$ cat src/rtl/spi_controller.sv
// SPI mode-0 write initiator: serialises {1'b1, addr[6:0], data[7:0]} MSB first on SCLK/nCS/COPI.
// Latency: done pulses 33*CLK_DIV+GAP_CYCLES cycles after accept; err pulses 1 cycle after accept.
// Backpressure: req_ready is high only while idle; a legal request held during the done cycle starts the next frame on that edge.
module spi_controller #(
   parameter int CLK_DIV    = 4,
   parameter int MAX_ADDR   = 4,
   parameter int GAP_CYCLES = 2
) (
   input  logic       clk,
   input  logic       rst_n,
   input  logic       req_valid,
   input  logic [6:0] req_addr,
   input  logic [7:0] req_data,
   output logic       req_ready,
   output logic       done,
   output logic       err,
   output logic       SCLK,
   output logic       nCS,
   output logic       COPI
);

   typedef enum logic [2:0] {IDLE, REJECT, SETUP, SHIFT, HOLD, GAP} state_t;

   localparam int CW = $clog2(CLK_DIV + 1);
   localparam int GW = (GAP_CYCLES > 0) ? $clog2(GAP_CYCLES + 1) : 1;
   localparam logic [CW-1:0] DIV_LAST = CW'(CLK_DIV - 1);
   localparam logic [GW-1:0] GAP_LAST = GW'((GAP_CYCLES > 0) ? GAP_CYCLES - 1 : 0);
   localparam logic [6:0]    MAX_A    = 7'(MAX_ADDR);

   state_t        state_q;
   logic [CW-1:0] cnt_q;     // clk cycles within the current half-period / setup / hold
   logic [GW-1:0] gcnt_q;    // clk cycles spent in the inter-frame gap
   logic [3:0]    bit_q;     // index of the bit currently on COPI
   logic [15:0]   sh_q;      // frame shift register, next bit to present is sh_q[14]
   logic          sclk_q, ncs_q, copi_q, done_q, err_q, rdy_q;

   logic [15:0]   frame_d;
   logic          addr_ok_d;

   // Frame image and address legality taken straight from the request inputs
   always_comb begin
      frame_d   = {1'b1, req_addr, req_data};
      addr_ok_d = (req_addr <= MAX_A);
   end

   // Frame sequencer: all SPI pins and handshake outputs are registered here
   always_ff @(posedge clk or negedge rst_n) begin
      if (!rst_n) begin
         state_q <= IDLE;
         cnt_q   <= '0;
         gcnt_q  <= '0;
         bit_q   <= '0;
         sh_q    <= '0;
         sclk_q  <= 1'b0;
         ncs_q   <= 1'b1;
         copi_q  <= 1'b0;
         done_q  <= 1'b0;
         err_q   <= 1'b0;
         rdy_q   <= 1'b1;
      end else begin
         done_q <= 1'b0;
         err_q  <= 1'b0;
         case (state_q)
            IDLE: begin
               if (req_valid) begin
                  rdy_q <= 1'b0;
                  cnt_q <= '0;
                  if (!addr_ok_d) begin
                     err_q   <= 1'b1;
                     state_q <= REJECT;
                  end else begin
                     sh_q    <= frame_d;
                     ncs_q   <= 1'b0;
                     sclk_q  <= 1'b0;
                     copi_q  <= 1'b1;
                     bit_q   <= '0;
                     state_q <= SETUP;
                  end
               end
            end
            REJECT: begin
               rdy_q   <= 1'b1;
               state_q <= IDLE;
            end
            SETUP: begin
               if (cnt_q == DIV_LAST) begin
                  cnt_q   <= '0;
                  sclk_q  <= 1'b1;
                  state_q <= SHIFT;
               end else begin
                  cnt_q <= cnt_q + 1'b1;
               end
            end
            SHIFT: begin
               if (cnt_q == DIV_LAST) begin
                  cnt_q <= '0;
                  if (!sclk_q) begin
                     sclk_q <= 1'b1;
                  end else begin
                     // falling edge ends the current bit; COPI moves only here
                     sclk_q <= 1'b0;
                     sh_q   <= {sh_q[14:0], 1'b0};
                     if (bit_q == 4'd15) begin
                        copi_q  <= 1'b0;
                        state_q <= HOLD;
                     end else begin
                        copi_q <= sh_q[14];
                        bit_q  <= bit_q + 4'd1;
                     end
                  end
               end else begin
                  cnt_q <= cnt_q + 1'b1;
               end
            end
            HOLD: begin
               if (cnt_q == DIV_LAST) begin
                  cnt_q <= '0;
                  ncs_q <= 1'b1;
                  // with no gap the next request waits one idle cycle so the
                  // peripheral always sees nCS high between frames
                  if (GAP_CYCLES == 0) begin
                     done_q  <= 1'b1;
                     rdy_q   <= 1'b1;
                     state_q <= IDLE;
                  end else begin
                     gcnt_q  <= '0;
                     state_q <= GAP;
                  end
               end else begin
                  cnt_q <= cnt_q + 1'b1;
               end
            end
            GAP: begin
               if (gcnt_q == GAP_LAST) begin
                  done_q <= 1'b1;
                  // a legal request waiting here starts immediately; an illegal
                  // one is left for IDLE so err never coincides with done
                  if (req_valid && addr_ok_d) begin
                     rdy_q   <= 1'b0;
                     cnt_q   <= '0;
                     sh_q    <= frame_d;
                     ncs_q   <= 1'b0;
                     sclk_q  <= 1'b0;
                     copi_q  <= 1'b1;
                     bit_q   <= '0;
                     state_q <= SETUP;
                  end else begin
                     rdy_q   <= 1'b1;
                     state_q <= IDLE;
                  end
               end else begin
                  gcnt_q <= gcnt_q + 1'b1;
               end
            end
            default: begin
               rdy_q   <= 1'b1;
               ncs_q   <= 1'b1;
               sclk_q  <= 1'b0;
               copi_q  <= 1'b0;
               state_q <= IDLE;
            end
         endcase
      end
   end

   assign req_ready = rdy_q;
   assign done      = done_q;
   assign err       = err_q;
   assign SCLK      = sclk_q;
   assign nCS       = ncs_q;
   assign COPI      = copi_q;

endmodule
$ cat config.mk
export PLATFORM = sky130hd
export DESIGN_NAME = spi_controller
export DESIGN_NICKNAME = d
export VERILOG_FILES = /design/src/rtl/spi_controller.sv
export SDC_FILE = /design/constraint.sdc
export NUM_CORES = 1
export LEC_CHECK = 0
export CORE_MARGIN = 4
export CORE_UTILIZATION = 62
export CTS_CLUSTER_DIAMETER = 30
export DETAILED_ROUTE_END_ITERATION = 8
export DONT_BUFFER_PORTS = 1
export GPL_ROUTABILITY_DRIVEN = 0
export PLACE_DENSITY = 0.78
export SLEW_MARGIN = 20
export SYNTH_ARGS = -nofsm -noshare
export SYNTH_HDL_FRONTEND = slang
export SYNTH_SLANG_ARGS = --single-unit
$ cat constraint.sdc
create_clock -name clk -period 2.6 [get_ports clk]
set_input_delay 0.65 -clock clk [delete_from_list [all_inputs] [get_ports clk]]
set_output_delay 0.65 -clock clk [all_outputs]
set_load 0.01 [all_outputs]
==> impl_metrics.xml <==
<?xml version="1.0" encoding="UTF-8"?>
<metrics>
  <group name="run_status">
    <metric name="status" unit="">completed</metric>
  </group>
  <group name="cts">
    <metric name="cts.root.buffer_cell" unit="">sky130_fd_sc_hd__clkbuf_4</metric>
    <metric name="cts_tree" unit="">built</metric>
    <metric name="cts_buffers" unit="">5</metric>
    <metric name="clk_latency" unit="ps">340</metric>
    <metric name="tritoncts_num_sinks" unit="">33</metric>
    <metric name="cts_repair_resize_count" unit="">0</metric>
    <metric name="deepest_clock_path_buffer_count" unit="">2</metric>
    <metric name="clkSlewWorstSetupHoldPaths" unit="ps">100</metric>
    <metric name="cts-htree-levels" unit="">2</metric>
  </group>
  <group name="yosys">
    <metric name="synth_common_cells" unit="">31 x sky130_fd_sc_hd__dfrtp_1, 17 x sky130_fd_sc_hd__nor2_1, 13 x sky130_fd_sc_hd__a21oi_2, 13 x sky130_fd_sc_hd__mux2i_1, 12 x sky130_fd_sc_hd__a21oi_1</metric>
    <metric name="number_of_instances_in_the_synthesized_netlist" unit="">186</metric>
    <metric name="synthDistinctLibCells" unit="">50</metric>
    <metric name="synth_xor_area_share" unit="%">0</metric>
    <metric name="yosysSeqAreaShare" unit="%">43.3</metric>
    <metric name="yosys-mux-area-fraction" unit="%">10.3</metric>
    <metric name="synth.most_common_cell" unit="">sky130_fd_sc_hd__dfrtp_1</metric>
    <metric name="synth_nets" unit="">207</metric>
    <metric name="synthDominantCellAreaShare" unit="%">40.5</metric>
    <metric name="avgSynthCellArea" unit="µm²">10.3</metric>
    <metric name="yosys_warnings" unit="">0</metric>
    <metric name="post-synth-top-area-cell" unit="">sky130_fd_sc_hd__dfrtp_1</metric>
    <metric name="simple_gate_area_share_of_the_yosys_netlist" unit="%">18.8</metric>
    <metric name="synth_seq_cells" unit="">33</metric>
    <metric name="synth-edff-count" unit="">0</metric>
    <metric name="synth-compound-area-share" unit="%">21.0</metric>
    <metric name="async_s_r_ff_share_synth" unit="%">100</metric>
    <metric name="post_synthesis_adder_cell_area_fraction" unit="%">1.96</metric>
    <metric name="synth.top_cells.by_area" unit="">sky130_fd_sc_hd__dfrtp_1 41%, sky130_fd_sc_hd__mux2i_1 6.8%, sky130_fd_sc_hd__a21oi_2 5.9%</metric>
    <metric name="synth_top_family_by_area" unit="">compound AO/OA/AOI/OAI gates</metric>
    <metric name="syn-cell-area" unit="µm²">1910</metric>
    <metric name="yosys_most_used_dff" unit="">sky130_fd_sc_hd__dfrtp_1</metric>
  </group>
  <group name="floorplanning">
    <metric name="die-width" unit="µm">63.6</metric>
    <metric name="die_height" unit="µm">63.6</metric>
    <metric name="floorplan.io_pins" unit="">24</metric>
    <metric name="area_of_the_placeable_core" unit="µm²">2850</metric>
    <metric name="core.rowCount" unit="">19</metric>
    <metric name="initial_util" unit="%">67.1</metric>
    <metric name="floorplan.die_area" unit="µm²">4040</metric>
  </group>
  <group name="critical_path">
    <metric name="crit_path_end_kind" unit="">flop</metric>
    <metric name="reg2reg_depth" unit="">5</metric>
    <metric name="end_of_the_worst_register_to_register_path" unit="">bit_q[1]$_DFFE_PN0P_</metric>
    <metric name="required" unit="ps">2830</metric>
    <metric name="critical_path.startpoint_type" unit="">flop</metric>
    <metric name="crit_arrival" unit="ps">2400</metric>
    <metric name="critical_path_class" unit="">flop to flop</metric>
    <metric name="regToRegSetupSlack" unit="ps">430</metric>
    <metric name="critical_path_peak_fanout" unit="">23</metric>
    <metric name="worst_reg2reg_startpoint" unit="">state_q[2]$_DFFE_PN0P_</metric>
  </group>
  <group name="route">
    <metric name="vias" unit="">1410</metric>
    <metric name="ant_nets" unit="">0</metric>
    <metric name="drt_iter0_markers" unit="">94</metric>
    <metric name="drt_first_pass_iters" unit="">5</metric>
    <metric name="wl_per_cell" unit="µm">17.3</metric>
    <metric name="drc" unit="">0</metric>
    <metric name="finalWirelength" unit="µm">3750</metric>
    <metric name="routed_via_density" unit="">6.50</metric>
  </group>
  <group name="final_layout">
    <metric name="drive_gt1_share" unit="%">22.0</metric>
    <metric name="num-nets-final" unit="">207</metric>
    <metric name="n_antenna_cell" unit="">0</metric>
    <metric name="final_core_utilization" unit="%">69.2</metric>
    <metric name="filler_cells" unit="">218</metric>
    <metric name="sequential_cell_area_in_the_final_layout" unit="µm²">828</metric>
    <metric name="area.growth.synth_to_final" unit="%">3.07</metric>
    <metric name="area_used_by_multi_input_combinational_logic" unit="µm²">997</metric>
  </group>
  <group name="global_routing">
    <metric name="grt_max_degree" unit="">32</metric>
    <metric name="grt_pass1_vias" unit="">1418</metric>
    <metric name="grtUsageTotal" unit="%">20.8</metric>
    <metric name="antenna_found_initial" unit="">0</metric>
    <metric name="grt_overflow_total" unit="">0</metric>
    <metric name="grt_pass1_wl" unit="µm">6610</metric>
  </group>
  <group name="sta">
    <metric name="setup_viol" unit="">0</metric>
    <metric name="rsz_0062_raised_after_global_routing" unit="">no</metric>
    <metric name="worstMarginPinSlew" unit="ps">644</metric>
    <metric name="fin_crit_sh" unit="%">83.6</metric>
    <metric name="worst_hold_slack" unit="ps">124</metric>
    <metric name="totalNegativeSetupSlack" unit="ps">0</metric>
    <metric name="timing.max_slew.rel_slack" unit="%">57.1</metric>
    <metric name="hold_violations" unit="">0</metric>
    <metric name="final-max-slew-violation-count" unit="">0</metric>
    <metric name="fmax" unit="GHz">0.460</metric>
    <metric name="post-route-min-period" unit="ps">2170</metric>
    <metric name="final_setup_skew" unit="ps">5.54</metric>
  </group>
  <group name="pwr">
    <metric name="seqPwrFrac" unit="%">42.0</metric>
    <metric name="vdd_drop_max" unit="mV">0.606</metric>
    <metric name="powerDensity" unit="nW/µm²">1210</metric>
    <metric name="p_sw" unit="µW">1000</metric>
    <metric name="power_frac_comb" unit="%">45.8</metric>
    <metric name="p_total" unit="µW">2390</metric>
    <metric name="power.switching_fraction" unit="%">42.0</metric>
    <metric name="p_leak" unit="µW">0.000793</metric>
    <metric name="power_report.internal_total" unit="µW">1380</metric>
    <metric name="power_frac_clock" unit="%">12.1</metric>
  </group>
  <group name="job">
    <metric name="maxCapViolCount" unit="">0</metric>
  </group>
  <group name="place">
    <metric name="dpl.hpwl" unit="µm">2700</metric>
    <metric name="numPortBuffers" unit="">0</metric>
  </group>
  <group name="min_path">
    <metric name="holdCritPathClass" unit="">primary input to asynchronous set/reset pin</metric>
  </group>
</metrics>
==> how the worst max path moves through the flow <==
stage                                start              endpoint  slack [ps]  depth (start not counted)
finish              state_q[2]$_DFFE_PN0P_  bit_q[1]$_DFFE_PN0P_         430                          5
global route        state_q[2]$_DFFE_PN0P_  bit_q[3]$_DFFE_PN0P_         250                          6
CTS                 state_q[2]$_DFFE_PN0P_  bit_q[3]$_DFFE_PN0P_         450                          6
detailed placement             req_addr[0]  bit_q[3]$_DFFE_PN0P_         380                          6
global placement    state_q[2]$_DFFE_PN0P_  bit_q[1]$_DFFE_PN0P_         530                          5
floorplan                      req_addr[0]  bit_q[0]$_DFFE_PN0P_         600                          5
==> cells in the final DEF (no fill, tap or decap), types with 2 or more instances in the layout <==
master                     instances
sky130_fd_sc_hd__a21oi_2          13
sky130_fd_sc_hd__o21ai_0           8
sky130_fd_sc_hd__a22o_1            4
sky130_fd_sc_hd__nand3_1           3
sky130_fd_sc_hd__clkbuf_4          5
sky130_fd_sc_hd__nor2_1           17
sky130_fd_sc_hd__nor2b_1           4
sky130_fd_sc_hd__and2_1            4
sky130_fd_sc_hd__mux2i_1          13
sky130_fd_sc_hd__buf_4             3
sky130_fd_sc_hd__dfstp_2           2
sky130_fd_sc_hd__a21oi_1          12
sky130_fd_sc_hd__inv_1             3
sky130_fd_sc_hd__and3_1            2
sky130_fd_sc_hd__nor2_2            3
sky130_fd_sc_hd__o21a_1            2
sky130_fd_sc_hd__nand2b_1          6
sky130_fd_sc_hd__nand2_1           9
sky130_fd_sc_hd__o31ai_1           2
sky130_fd_sc_hd__dfrtp_1          31
sky130_fd_sc_hd__ha_1              3
sky130_fd_sc_hd__mux2_2            6
sky130_fd_sc_hd__nor3_1            3
==> cell families (layout without fill, tap and decap cells) <==
group                    after synthesis  count (layout)
AO/OA/AOI/OAI                         55              55
adder cells (fa/ha/maj)                3               3
multiplexers                          19              19
flip-flops                            33              33
AND/OR/NAND/NOR                       62              62
buffers and inverters                 14              14
==> registers in the layout, indices dropped and copies added (netlist names), 2 cells and up <==
name     count
state_q      3
gcnt_q       2
sh_q        15
bit_q        4
cnt_q        3
==> repair_timing <==
item	in CTS	in global routing
setup buffers	0	0
hold buffers	1	0
hold endpoints to repair	31	0
==> area by class of cell <==
type	instances	share of cell area [%]
Timing Repair Buffer	4	2.16
Sequential cell	33	42.0
Multi-Input combinational cell	139	50.5
Inverter	3	0.571
Clock buffer	7	2.79
Tap cell	31	1.97
==> metal layers <==
metal	track usage, %	vias to the layer above	wire, µm
li1	-	677	-
met1	26.2	676	1570
met2	34.8	45	1880
met3	4.80	12	226
met4	7.28	0	72
met5	0	-	0
==> power by group through the flow <==
stage / clock network, µW / registers, µW / logic (µW)
floorplan: 0 / 876 / 1030
global placement: 0 / 992 / 1020
detailed placement: 0 / 1010 / 1080
CTS: 294 / 1000 / 1100
global route: 322 / 1040 / 1230
finish: 290 / 1000 / 1090
==> worst max-delay path, cell delays in order, from the launching register on <==
cell and delay [ps]:
sky130_fd_sc_hd__dfrtp_1 630, sky130_fd_sc_hd__nor3_1 400, sky130_fd_sc_hd__a21boi_1 450, sky130_fd_sc_hd__nor3_4 80
sky130_fd_sc_hd__buf_4 230, sky130_fd_sc_hd__a32o_1 270
==> metrics by stage <==
| step | area [µm²] | std cells | setup slack [ps] |
|---|---|---|---|
| finish | 1970 | 217 | 426 |
| global route | 1970 | 217 | 250 |
| CTS | 1970 | 217 | 451 |
| detailed placement | 1900 | 209 | 376 |
| global placement | 1900 | 209 | 533 |
| floorplan | 1910 | 186 | 602 |
Note: power is estimated with default switching activity, not from simulation.
